==> src/rtl/shift_round_sat.sv <==
// Per-lane arithmetic right shift with optional round-half-up, then saturation
// to a narrower signed width; 2-stage valid/ready pipeline plus a saturation counter.

module shift_round_sat_lane #(
  parameter int IN_WIDTH  = 16,
  parameter int SH_WIDTH  = 4,
  parameter int OUT_WIDTH = 8
) (
  input  logic                        i_clk,
  input  logic                        i_rst_n,
  input  logic                        s1_en,
  input  logic                        s2_en,
  input  logic signed [IN_WIDTH-1:0]  x,
  input  logic        [SH_WIDTH-1:0]  sh,
  input  logic                        rnd,
  output logic signed [OUT_WIDTH-1:0] d,
  output logic                        sat
);
  // wide enough to hold both the raw shift and the clamp value IN_WIDTH
  localparam int CW = $clog2(IN_WIDTH + 1);
  localparam int EW = (SH_WIDTH > CW) ? SH_WIDTH : CW;

  logic        [EW-1:0]       sh_e, s;
  logic signed [IN_WIDTH-1:0] xa;
  logic        [IN_WIDTH-1:0] xm;
  logic                       inc;
  logic signed [IN_WIDTH:0]   r1, s1_q;
  logic signed [OUT_WIDTH-1:0] sat_d;
  logic                       sat_f;

  always_comb begin
    sh_e = EW'(sh);
    s    = (sh_e > EW'(IN_WIDTH)) ? EW'(IN_WIDTH) : sh_e;
    xa   = x >>> s;
    // bit (s-1) of x is the first bit shifted out; it is the half-up increment
    xm   = x >> (s - EW'(1));
    inc  = rnd && (s != '0) && xm[0];
    r1   = {xa[IN_WIDTH-1], xa} + {{IN_WIDTH{1'b0}}, inc};
  end

  always_ff @(posedge i_clk or negedge i_rst_n) begin
    if (!i_rst_n)   s1_q <= '0;
    else if (s1_en) s1_q <= r1;
  end

  generate
    if (OUT_WIDTH >= IN_WIDTH + 1) begin : g_ext
      always_comb begin
        sat_d = OUT_WIDTH'(s1_q);
        sat_f = 1'b0;
      end
    end else begin : g_clamp
      logic [IN_WIDTH-OUT_WIDTH+1:0] hi;
      always_comb begin
        hi    = s1_q[IN_WIDTH:OUT_WIDTH-1];
        sat_f = !((&hi) || !(|hi));
        if (!sat_f)         sat_d = s1_q[OUT_WIDTH-1:0];
        else if (s1_q[IN_WIDTH]) sat_d = {1'b1, {(OUT_WIDTH-1){1'b0}}};
        else                sat_d = {1'b0, {(OUT_WIDTH-1){1'b1}}};
      end
    end
  endgenerate

  always_ff @(posedge i_clk or negedge i_rst_n) begin
    if (!i_rst_n) begin
      d   <= '0;
      sat <= 1'b0;
    end else if (s2_en) begin
      d   <= sat_d;
      sat <= sat_f;
    end
  end
endmodule

module shift_round_sat #(
  parameter int LANES     = 4,
  parameter int IN_WIDTH  = 16,
  parameter int SH_WIDTH  = 4,
  parameter int OUT_WIDTH = 8,
  parameter int CNT_WIDTH = 16
) (
  input  logic                           i_clk,
  input  logic                           i_rst_n,
  input  logic                           i_valid,
  output logic                           o_ready,
  input  logic [LANES*IN_WIDTH-1:0]      i_data,
  input  logic [LANES*SH_WIDTH-1:0]      i_shift,
  input  logic                           i_round,
  output logic                           o_valid,
  input  logic                           i_ready,
  output logic [LANES*OUT_WIDTH-1:0]     o_data,
  output logic [LANES-1:0]               o_sat,
  input  logic                           i_cnt_clr,
  output logic [CNT_WIDTH-1:0]           o_sat_cnt
);
  localparam int STAGES = 2;

  logic [LANES-1:0][IN_WIDTH-1:0]  x_v;
  logic [LANES-1:0][SH_WIDTH-1:0]  sh_v;
  logic [LANES-1:0][OUT_WIDTH-1:0] d_v;
  logic [LANES-1:0]                sat_v;
  logic [STAGES:1]                 vld_pipe;
  logic                            s1_adv, s2_adv, s1_en, s2_en, out_fire;

  assign x_v  = i_data;
  assign sh_v = i_shift;

  // ready depends only on pipeline state and i_ready, never on i_valid
  assign s2_adv   = !vld_pipe[2] || i_ready;
  assign s1_adv   = !vld_pipe[1] || s2_adv;
  assign o_ready  = s1_adv;
  assign s1_en    = s1_adv && i_valid;
  assign s2_en    = s2_adv && vld_pipe[1];
  assign out_fire = vld_pipe[2] && i_ready;

  always_ff @(posedge i_clk or negedge i_rst_n) begin
    if (!i_rst_n) begin
      vld_pipe <= '0;
    end else begin
      if (s1_adv) vld_pipe[1] <= i_valid;
      if (s2_adv) vld_pipe[2] <= vld_pipe[1];
    end
  end

  genvar k;
  generate
    for (k = 0; k < LANES; k++) begin : g_lane
      shift_round_sat_lane #(
        .IN_WIDTH (IN_WIDTH),
        .SH_WIDTH (SH_WIDTH),
        .OUT_WIDTH(OUT_WIDTH)
      ) u_lane (
        .i_clk  (i_clk),
        .i_rst_n(i_rst_n),
        .s1_en  (s1_en),
        .s2_en  (s2_en),
        .x      (x_v[k]),
        .sh     (sh_v[k]),
        .rnd    (i_round),
        .d      (d_v[k]),
        .sat    (sat_v[k])
      );
    end
  endgenerate

  assign o_valid = vld_pipe[2];
  assign o_data  = d_v;
  assign o_sat   = sat_v;

  // clear wins over increment; the count sticks at all-ones
  always_ff @(posedge i_clk or negedge i_rst_n) begin
    if (!i_rst_n)                                  o_sat_cnt <= '0;
    else if (i_cnt_clr)                            o_sat_cnt <= '0;
    else if (out_fire && (|o_sat) && !(&o_sat_cnt)) o_sat_cnt <= o_sat_cnt + CNT_WIDTH'(1);
  end
endmodule

==> config.mk <==
export PLATFORM = sky130hd
export DESIGN_NAME = shift_round_sat
export DESIGN_NICKNAME = d
export VERILOG_FILES = /design/src/rtl/shift_round_sat.sv
export SDC_FILE = /design/constraint.sdc
export NUM_CORES = 1
export LEC_CHECK = 0
export ABC_AREA = 0
export CORE_ASPECT_RATIO = 0.9
export CORE_UTILIZATION = 61
export CTS_CLUSTER_SIZE = 25
export DETAILED_ROUTE_END_ITERATION = 10
export HOLD_SLACK_MARGIN = 0.1
export PLACE_DENSITY = 0.87
export REMOVE_ABC_BUFFERS = 1
export SLEW_MARGIN = 20
export SYNTH_ARGS = -nofsm -noshare
export SYNTH_HDL_FRONTEND = slang
export SYNTH_SLANG_ARGS = --single-unit
==> constraint.sdc <==
create_clock -name i_clk -period 5.6 [get_ports i_clk]
set_clock_uncertainty 0.2 [all_clocks]
set_input_delay 1.4 -clock i_clk [delete_from_list [all_inputs] [get_ports i_clk]]
set_output_delay 1.4 -clock i_clk [all_outputs]
set_load 0.1 [all_outputs]
==> results of run 1 <==
==> power breakdown <==
group,total (uW),internal [uW],switching [uW]
sequential,1130,1030,101
combinational,1370,457,909
clock,1140,754,382
total,3630,2240,1390
==> through the flow <==
stage / utilization / area, um2 / std cells
6_report: 0.757 / 12400 / 1422
3_5_place_dp: 0.719 / 11800 / 1391
2_1_floorplan: - / 9920 / 1021
3_3_place_gp: 0.719 / 11800 / 1391
5_1_grt: 0.757 / 12400 / 1422
4_1_cts: 0.757 / 12400 / 1422
==> worst paths after layout <==
path | start | to | slack (ns) | cells after the start
min in group asynchronous | i_rst_n | g_lane[2].u_lane.d[3] | 0.86 | 1
worst min-delay path | g_lane[0].u_lane.d[4] | g_lane[0].u_lane.d[4] | 0.27 | 2
max in group asynchronous | i_rst_n | g_lane[1].u_lane.s1_q[7] | 3.39 | 2
worst max-delay path | i_shift[12] | g_lane[3].u_lane.s1_q[10] | 1.03 | 11
worst max register to register | o_sat_cnt[0] | o_sat_cnt[13] | 2.89 | 8
worst min register to register | g_lane[0].u_lane.d[4] | g_lane[0].u_lane.d[4] | 0.27 | 2
==> worst max-delay path: cells and delay by family <==
family | cells | cell delay, ns
AOI/OAI and AO/OA | 1 | 0.19
muxes | 2 | 1.02
buffers and inverters | 2 | 0.84
adders and majority gates | 2 | 0.44
and+or+nand+nor | 4 | 0.77
==> registers in the layout, indices dropped and copies added (netlist names) <==
name                flops
g_lane.u_lane.s1_q     68
g_lane.u_lane.d        32
o_sat_cnt              16
g_lane.u_lane.sat       4
vld_pipe                2
==> logic make-up after synthesis <==
kind of cell,share of synthesized area
compound gates,0.141
xor+xnor,0.0593
fa+ha+maj,0.0218
buf+inv,0.0473
flops,0.295
mux,0.242
simple gates,0.193
==> cell usage in the layout, fill, tap and decap left out, types with 6 or more instances in the layout <==
cell type and n:
and3_1 14, a211oi_1 12, clkdlybuf4s50_1 137, xor2_1 24, and2_1 6, a31oi_1 6, nor3b_1 6, mux2_2 18
inv_1 17, nor2_1 74, buf_4 26, mux4_2 81, nor4_1 19, xnor2_1 46, o21ai_0 83, a21oi_1 53
nand4_1 16, mux2i_1 42, clkbuf_16 17, nor2b_1 9, nand3_1 13, o21ai_1 30, nand2b_1 12, nand2_1 181
nor3_1 18, o31ai_1 11, dfrtp_1 122, ha_1 18
==> cell type report <==
type	instances	area, um2
multi-input cells	878	6800
well taps	207	259
flip-flops and latches	122	3050
fillers	1143	3980
clock buffers	24	502
repair buffers	163	1570
clock inverters	7	113
inverters	21	78.8
==> metal layers <==
layer | vias up | GRT usage | part of all wire
met5 | - | 0 | 0
met4 | 0 | 0.117 | 0.024
met3 | 54 | 0.0486 | 0.071
met2 | 421 | 0.519 | 0.49
met1 | 4396 | 0.412 | 0.41
li1 | 4282 | - | -
==> impl_metrics.json, run 1 <==
{
  "worstPathRequired_ns": 5.69,
  "cap_violations": 0,
  "setup_slack_ns": 1.03,
  "hold_slack_ns": 0.272,
  "postCtsHoldBufs": 0,
  "syn_area_um2": 10300,
  "avgSynthCellArea_um2": 9.43,
  "first_pass_iters": 10,
  "post_cts_buffers": 0,
  "start_util": 0.632,
  "gp_congestion": 0.971,
  "setup-tns-final_ns": 0,
  "worst_slew_pin_slew_ns": 1.03,
  "ir_worst_vdd_v": 0.000149,
  "path_cells": "clkdlybuf4s50_1 -> buf_4 -> mux4_2 -> mux4_2 -> and3_1 -> ha_1 -> ha_1 -> o21ai_1 -> nor3_2 -> nand3_1 -> or3b_1",
  "grt_pass1_wl_mm": 43.7,
  "slew_viol_final": 0,
  "synth_top_cell_by_area": "dfrtp_1",
  "hold_path.class": "register to register",
  "path_max_fanout": 24,
  "antenna_found_initial": 0,
  "numCtsBuffers": 17,
  "synth_edf_count": 0,
  "wl_per_cell_um": 18.4,
  "synthTopCellsByArea": "dfrtp_1 (30%), mux4_2 (18%), nand2_1 (6.6%)",
  "grt_max_degree": 90,
  "clk_latency_ns": 0.42,
  "cts.repair.resized": 0,
  "clockBufferDepth": 2,
  "grt_use_total": 0.311,
  "dieArea_um2": 17500,
  "maxSlewHeadroom": 0.310,
  "cts_root_buffer": "clkbuf_16",
  "power_density_nw_per_um2": 293,
  "violations": "design-rule violations",
  "antenna_cells": 0,
  "post-place-ws_ns": 0.605,
  "grt_pass1_vias": 8798,
  "grt_setup_unrepaired": "no",
  "final_nets": 1307,
  "ant_nets": 0,
  "p_total_uw": 3630,
  "ys_ff_latch": 122,
  "initialDrtViolationCount": 767,
  "synth.most_common_cell": "nand2_1",
  "cp_slowest_stage_delay_ns": 0.55,
  "crit_type": "input pin to register",
  "hpwl_mm": 18.9,
  "viasPerCell": 6.44,
  "cp-start-kind": "input pin",
  "ys_warn_count": 0,
  "yosysSeqAreaShare": 0.295,
  "htree_levels": 4,
  "io_pins": 140,
  "drc": 10,
  "ys_top_cells_by_count": "nand2_1 (183), dfrtp_1 (122), o21ai_0 (83), mux4_2 (81), nor2_1 (74)",
  "crit_slowest_cell": "mux4_2",
  "syn_inst": 1096,
  "synth.top_cell.area_share": 0.295,
  "arrival_ns": 4.66,
  "dr_total_vias": 9153,
  "core_area_um2": 16400,
  "area_growth_pct": 19.7,
  "synthArstFlopShare": 1.00,
  "tritoncts": "done",
  "ys.flop_type": "dfrtp_1",
  "setup_violations": 0,
  "numPortBuffers": 139,
  "num_rows": 44,
  "wirelength_mm": 26.2,
  "period_needed_ns": 4.57,
  "hold_viol_final": 0,
  "synth_cell_types": 83,
  "clk_pin_slew_ns": 0.05,
  "clock.fmax_mhz": 219,
  "status": "finished, violations left",
  "end_kind": "register",
  "cts_sinks": 122,
  "power_leakage_uw": 0.00492,
  "dieWidth_um": 139,
  "die_y_um": 125,
  "drive_gt1_frac": 0.151,
  "finalCritPeriodShare": 0.816,
  "gr-total-overflow": 0
}
Note: power is estimated with default switching activity, not from simulation.
==> run 2, diff against run 1 <==
Settings changed: CORE_UTILIZATION 61 to 57, PLACE_DENSITY 0.87 to 0.82.
Clock period 5.6 ns to 4.8 ns, I/O delays scaled along.
==> run 2 against run 1 <==
Net effect: the flow now finishes without violations; sequential cell count unchanged; register-to-register slack worse by 0.99 ns; clock power up 16%; die area is 6.9% higher; worst setup slack got worse by 0.51 ns; sequential share of layout area is 0.38 points lower; critical endpoint is now g_lane[2].u_lane.s1_q[8].
==> impl_metrics.json, run 2 (synthesis results as in run 1) <==
{
  "status": "finished, final reports clean",
  "maxSlewHeadroom": 0.309,
  "ir_worst_vdd_v": 0.000277,
  "cts_sinks": 122,
  "finalCritPeriodShare": 0.891,
  "postCtsHoldBufs": 0,
  "htree_levels": 4,
  "cap_violations": 0,
  "grt_max_degree": 83,
  "end_kind": "register",
  "clockBufferDepth": 2,
  "setup_violations": 0,
  "r2r_slack_ns": 1.90,
  "grt_pass1_wl_mm": 45.3,
  "largest_reg_flops": 68,
  "io_pins": 140,
  "area_growth_pct": 21.6,
  "power_density_nw_per_um2": 339,
  "final_util": 0.711,
  "dr_total_vias": 9388,
  "clock.fmax_mhz": 234,
  "clk_latency_ns": 0.42,
  "final_cell_mix": "nand2_1 (181), clkdlybuf4s50_1 (137), dfrtp_1 (122)",
  "final_nets": 1327,
  "cp-start-kind": "input pin",
  "cp_slowest_stage_delay_ns": 0.56,
  "p_total_uw": 4260,
  "wirelength_mm": 27.1,
  "hold_end": "g_lane[3].u_lane.d[4]",
  "gr-total-overflow": 0,
  "regMostFlops": "g_lane.u_lane.s1_q",
  "r2r_cells": 8,
  "drive_gt1_frac": 0.166,
  "grt_pass1_vias": 8977,
  "crit_type": "input pin to register",
  "whs_path_depth": 2,
  "clk_pin_slew_ns": 0.05,
  "path_cells": "clkdlybuf4s50_1 -> buf_4 -> mux4_2 -> mux2_2 -> nor2_1 -> a21oi_1 -> and3_1 -> ha_1 -> ha_1 -> o2111ai_1 -> nor2_1 -> xnor2_1 -> o21ai_0",
  "grt_use_total": 0.307,
  "r2r_start": "o_sat_cnt[0]",
  "numCtsBuffers": 17,
  "power_leakage_uw": 0.00501,
  "core_area_um2": 17700,
  "antenna_found_initial": 1,
  "die_y_um": 130,
  "top_regs": "g_lane.u_lane.s1_q x68, g_lane.u_lane.d x32, o_sat_cnt x16",
  "hold_path.startpoint": "g_lane[3].u_lane.d[4]",
  "worstReg2RegEnd": "o_sat_cnt[13]",
  "crit_buf_inv": 2,
  "worstPathRequired_ns": 4.92,
  "period_needed_ns": 4.28,
  "dieArea_um2": 18700,
  "drc": 0,
  "viasPerCell": 6.36,
  "numPortBuffers": 139,
  "crit_slowest_cell": "mux4_2",
  "final_common_cell": "nand2_1",
  "ant_nets": 0,
  "wl_per_cell_um": 18.3,
  "first_pass_iters": 5,
  "start_util": 0.585,
  "cp_top_family": "multiplexers",
  "hold_viol_final": 0,
  "cts_root_buffer": "clkbuf_16",
  "grt_setup_unrepaired": "no",
  "gp_congestion": 0.979,
  "tritoncts": "done",
  "arrival_ns": 4.40,
  "post_cts_buffers": 0,
  "hold_path.class": "register to register",
  "hpwl_mm": 19.9,
  "num_rows": 46,
  "path_max_fanout": 21,
  "cts.repair.resized": 0,
  "setup-tns-final_ns": 0,
  "initialDrtViolationCount": 921,
  "worst_slew_pin_slew_ns": 1.03,
  "dieWidth_um": 144,
  "slew_viol_final": 0
}
run 2: cell types whose count changed in the layout (fill, tap and decap cells not counted), sizes merged:
cell,delta
bufinv,+1
clkinvlp,+2
clkinv,+3
diode,+1
clkbuf,-5
buf,+20
run 2: tightest hold or removal path, delay by kind of cell (launching register included):
| kind | cells | cell delay, ns |
|---|---|---|
| AND/OR/NAND/NOR | 1 | 0.05 |
| AO/OA/AOI/OAI | 1 | 0.06 |
| flip-flops | 1 | 0.34 |
run 2: per-stage QoR:
step / hold slack (ns) / instance area, um2 / cells / setup WS [ns]
after floorplan: 0.246 / 9920 / 1021 / -0.398
after global placement: 0.258 / 12000 / 1444 / 0.240
after detailed placement: 0.265 / 12000 / 1444 / 0.168
after CTS: 0.279 / 12600 / 1476 / 0.544
after global routing: 0.303 / 12600 / 1476 / 0.308
final: 0.277 / 12600 / 1477 / 0.522
run 2: area by class of cell:
cell class              count  area, um2
inverters                  21       78.8
clock buffers              19        433
diodes                      1       2.50
flip-flops and latches    122       3050
well taps                 240        300
multi-input cells         878       6800
repair buffers            183       1720
fillers                  1320       5100
clock inverters            13        176
run 2: worst max path at each step:
stage / start / to / slack (ns) / depth (start not counted)
floorplan: i_ready / g_lane[3].u_lane.s1_q[10] / -0.40 / 5
global placement: i_shift[8] / g_lane[2].u_lane.s1_q[12] / 0.24 / 13
detailed placement: i_shift[0] / g_lane[0].u_lane.s1_q[8] / 0.17 / 14
CTS: i_shift[8] / g_lane[2].u_lane.s1_q[8] / 0.54 / 13
global route: i_shift[8] / g_lane[2].u_lane.s1_q[15] / 0.31 / 15
finish: i_shift[8] / g_lane[2].u_lane.s1_q[8] / 0.52 / 13
run 2: metal layers:
layer  vias to the layer above  share of wire  GRT usage
met5                         -              0          0
met4                         0          0.021      0.117
met3                        57          0.069     0.0565
met2                       402           0.49      0.504
met1                      4602           0.42      0.408
li1                       4327              -          -
run 2: power by group:
group	total, uW	internal, uW	switching [uW]
sequential	1320	1200	117
clock	1320	862	462
combinational	1620	547	1070
==> run 3, diff against run 2 <==
Settings changed: SLEW_MARGIN 20 to 10.
==> run 3 against run 2 <==
Net effect: sequential power hardly changed; power hardly changed; wire length hardly changed; worst hold slack hardly changed; via count hardly changed; combinational power hardly changed; critical path type unchanged; highest routed layer unchanged.
==> impl_metrics.json, run 3 (synthesis results as in run 1) <==
{
  "cap_violations": 0,
  "dieArea_um2": 18700,
  "gp_congestion": 0.979,
  "grt_use_total": 0.307,
  "clk_pin_slew_ns": 0.05,
  "cts_sinks": 122,
  "postCtsHoldBufs": 0,
  "final_cell_mix": "nand2_1 (181), clkdlybuf4s50_1 (137), dfrtp_1 (122)",
  "grt_max_degree": 83,
  "tritoncts": "done",
  "drc": 0,
  "wirelength_mm": 27.1,
  "post_cts_buffers": 0,
  "setup-tns-final_ns": 0,
  "largest_reg_flops": 68,
  "clockBufferDepth": 2,
  "arrival_ns": 4.40,
  "period_needed_ns": 4.28,
  "slew_viol_final": 0,
  "wl_per_cell_um": 18.3,
  "core_area_um2": 17700,
  "gr-total-overflow": 0,
  "power_leakage_uw": 0.00501,
  "viasPerCell": 6.36,
  "die_y_um": 130,
  "num_rows": 46,
  "drive_gt1_frac": 0.166,
  "worst_slew_pin_slew_ns": 1.03,
  "setup_violations": 0,
  "r2r_cells": 8,
  "maxSlewHeadroom": 0.309,
  "htree_levels": 4,
  "clock.fmax_mhz": 234,
  "final_nets": 1327,
  "cts_root_buffer": "clkbuf_16",
  "grt_pass1_wl_mm": 45.3,
  "final_common_cell": "nand2_1",
  "hold_viol_final": 0,
  "end_kind": "register",
  "dieWidth_um": 144,
  "grt_setup_unrepaired": "no",
  "cp-start-kind": "input pin",
  "ant_nets": 0,
  "regMostFlops": "g_lane.u_lane.s1_q",
  "first_pass_iters": 5,
  "hpwl_mm": 19.9,
  "numPortBuffers": 139,
  "ir_worst_vdd_v": 0.000276,
  "numCtsBuffers": 17,
  "antenna_found_initial": 1,
  "grt_pass1_vias": 8977,
  "post-place-ws_ns": 0.168,
  "dr_total_vias": 9390,
  "area_growth_pct": 21.6,
  "finalCritPeriodShare": 0.891,
  "power_density_nw_per_um2": 339,
  "initialDrtViolationCount": 884,
  "hold_path.class": "register to register",
  "worstPathRequired_ns": 4.92,
  "clk_latency_ns": 0.42,
  "io_pins": 140,
  "crit_type": "input pin to register",
  "top_regs": "g_lane.u_lane.s1_q x68, g_lane.u_lane.d x32, o_sat_cnt x16",
  "start_util": 0.585,
  "path_max_fanout": 21,
  "setup_slack_ns": 0.521,
  "cts.repair.resized": 0,
  "whs_path_depth": 2,
  "status": "finished, final reports clean"
}
==> run 3: cell counts in the layout (fill, tap and decap cells not counted) <==
Identical to the previous run, type by type.
==> run 3: power by group <==
| part | switching (uW) | total [uW] | internal, uW |
|---|---|---|---|
| clock | 463 | 1330 | 862 |
| combinational | 1070 | 1620 | 547 |
| sequential | 117 | 1320 | 1200 |
| total | 1650 | 4260 | 2610 |
==> run 3: per-layer routing <==
layer	share of wire	track usage
met4	0.024	0.117
met2	0.49	0.504
met5	0	0
met3	0.073	0.0565
met1	0.41	0.408
==> run 3: layout make-up <==
type                            instances  area, um2
Multi-Input combinational cell        878       6800
Sequential cell                       122       3050
Tap cell                              240        300
Antenna cell                            1       2.50
Inverter                               21       78.8
Timing Repair Buffer                  183       1720
Clock inverter                         13        176
Clock buffer                           19        433
Fill cell                            1317       5110
==> run 3: critical path: stages <==
cell and delay [ns]:
clkdlybuf4s50_1 0.48, buf_4 0.32, mux4_2 0.56, mux2_2 0.27, nor2_1 0.09, a21oi_1 0.04
and3_1 0.20, ha_1 0.23, ha_1 0.22, o2111ai_1 0.27, nor2_1 0.11, xnor2_1 0.15
o21ai_0 0.24
==> run 3: worst paths after layout <==
check	startpoint	end	slack, ns
max reg2reg	o_sat_cnt[0]	o_sat_cnt[13]	1.90
min	g_lane[3].u_lane.d[4]	g_lane[3].u_lane.d[4]	0.28
min in group asynchronous	i_rst_n	g_lane[1].u_lane.d[2]	0.71
max in group asynchronous	i_rst_n	g_lane[2].u_lane.d[6]	2.70
max	i_shift[8]	g_lane[2].u_lane.s1_q[8]	0.52
min reg2reg	g_lane[3].u_lane.d[4]	g_lane[3].u_lane.d[4]	0.28
==> run 3: through the flow <==
step / area (um2) / std cells / total power, uW / util / hold slack (ns)
after floorplan: 9920 / 1021 / 2410 / - / 0.246
after global placement: 12000 / 1444 / 2890 / 0.676 / 0.258
after detailed placement: 12000 / 1444 / 2930 / 0.676 / 0.265
after CTS: 12600 / 1476 / 4270 / 0.711 / 0.279
after global routing: 12600 / 1476 / 4450 / 0.711 / 0.303
final: 12600 / 1477 / 4260 / 0.711 / 0.277
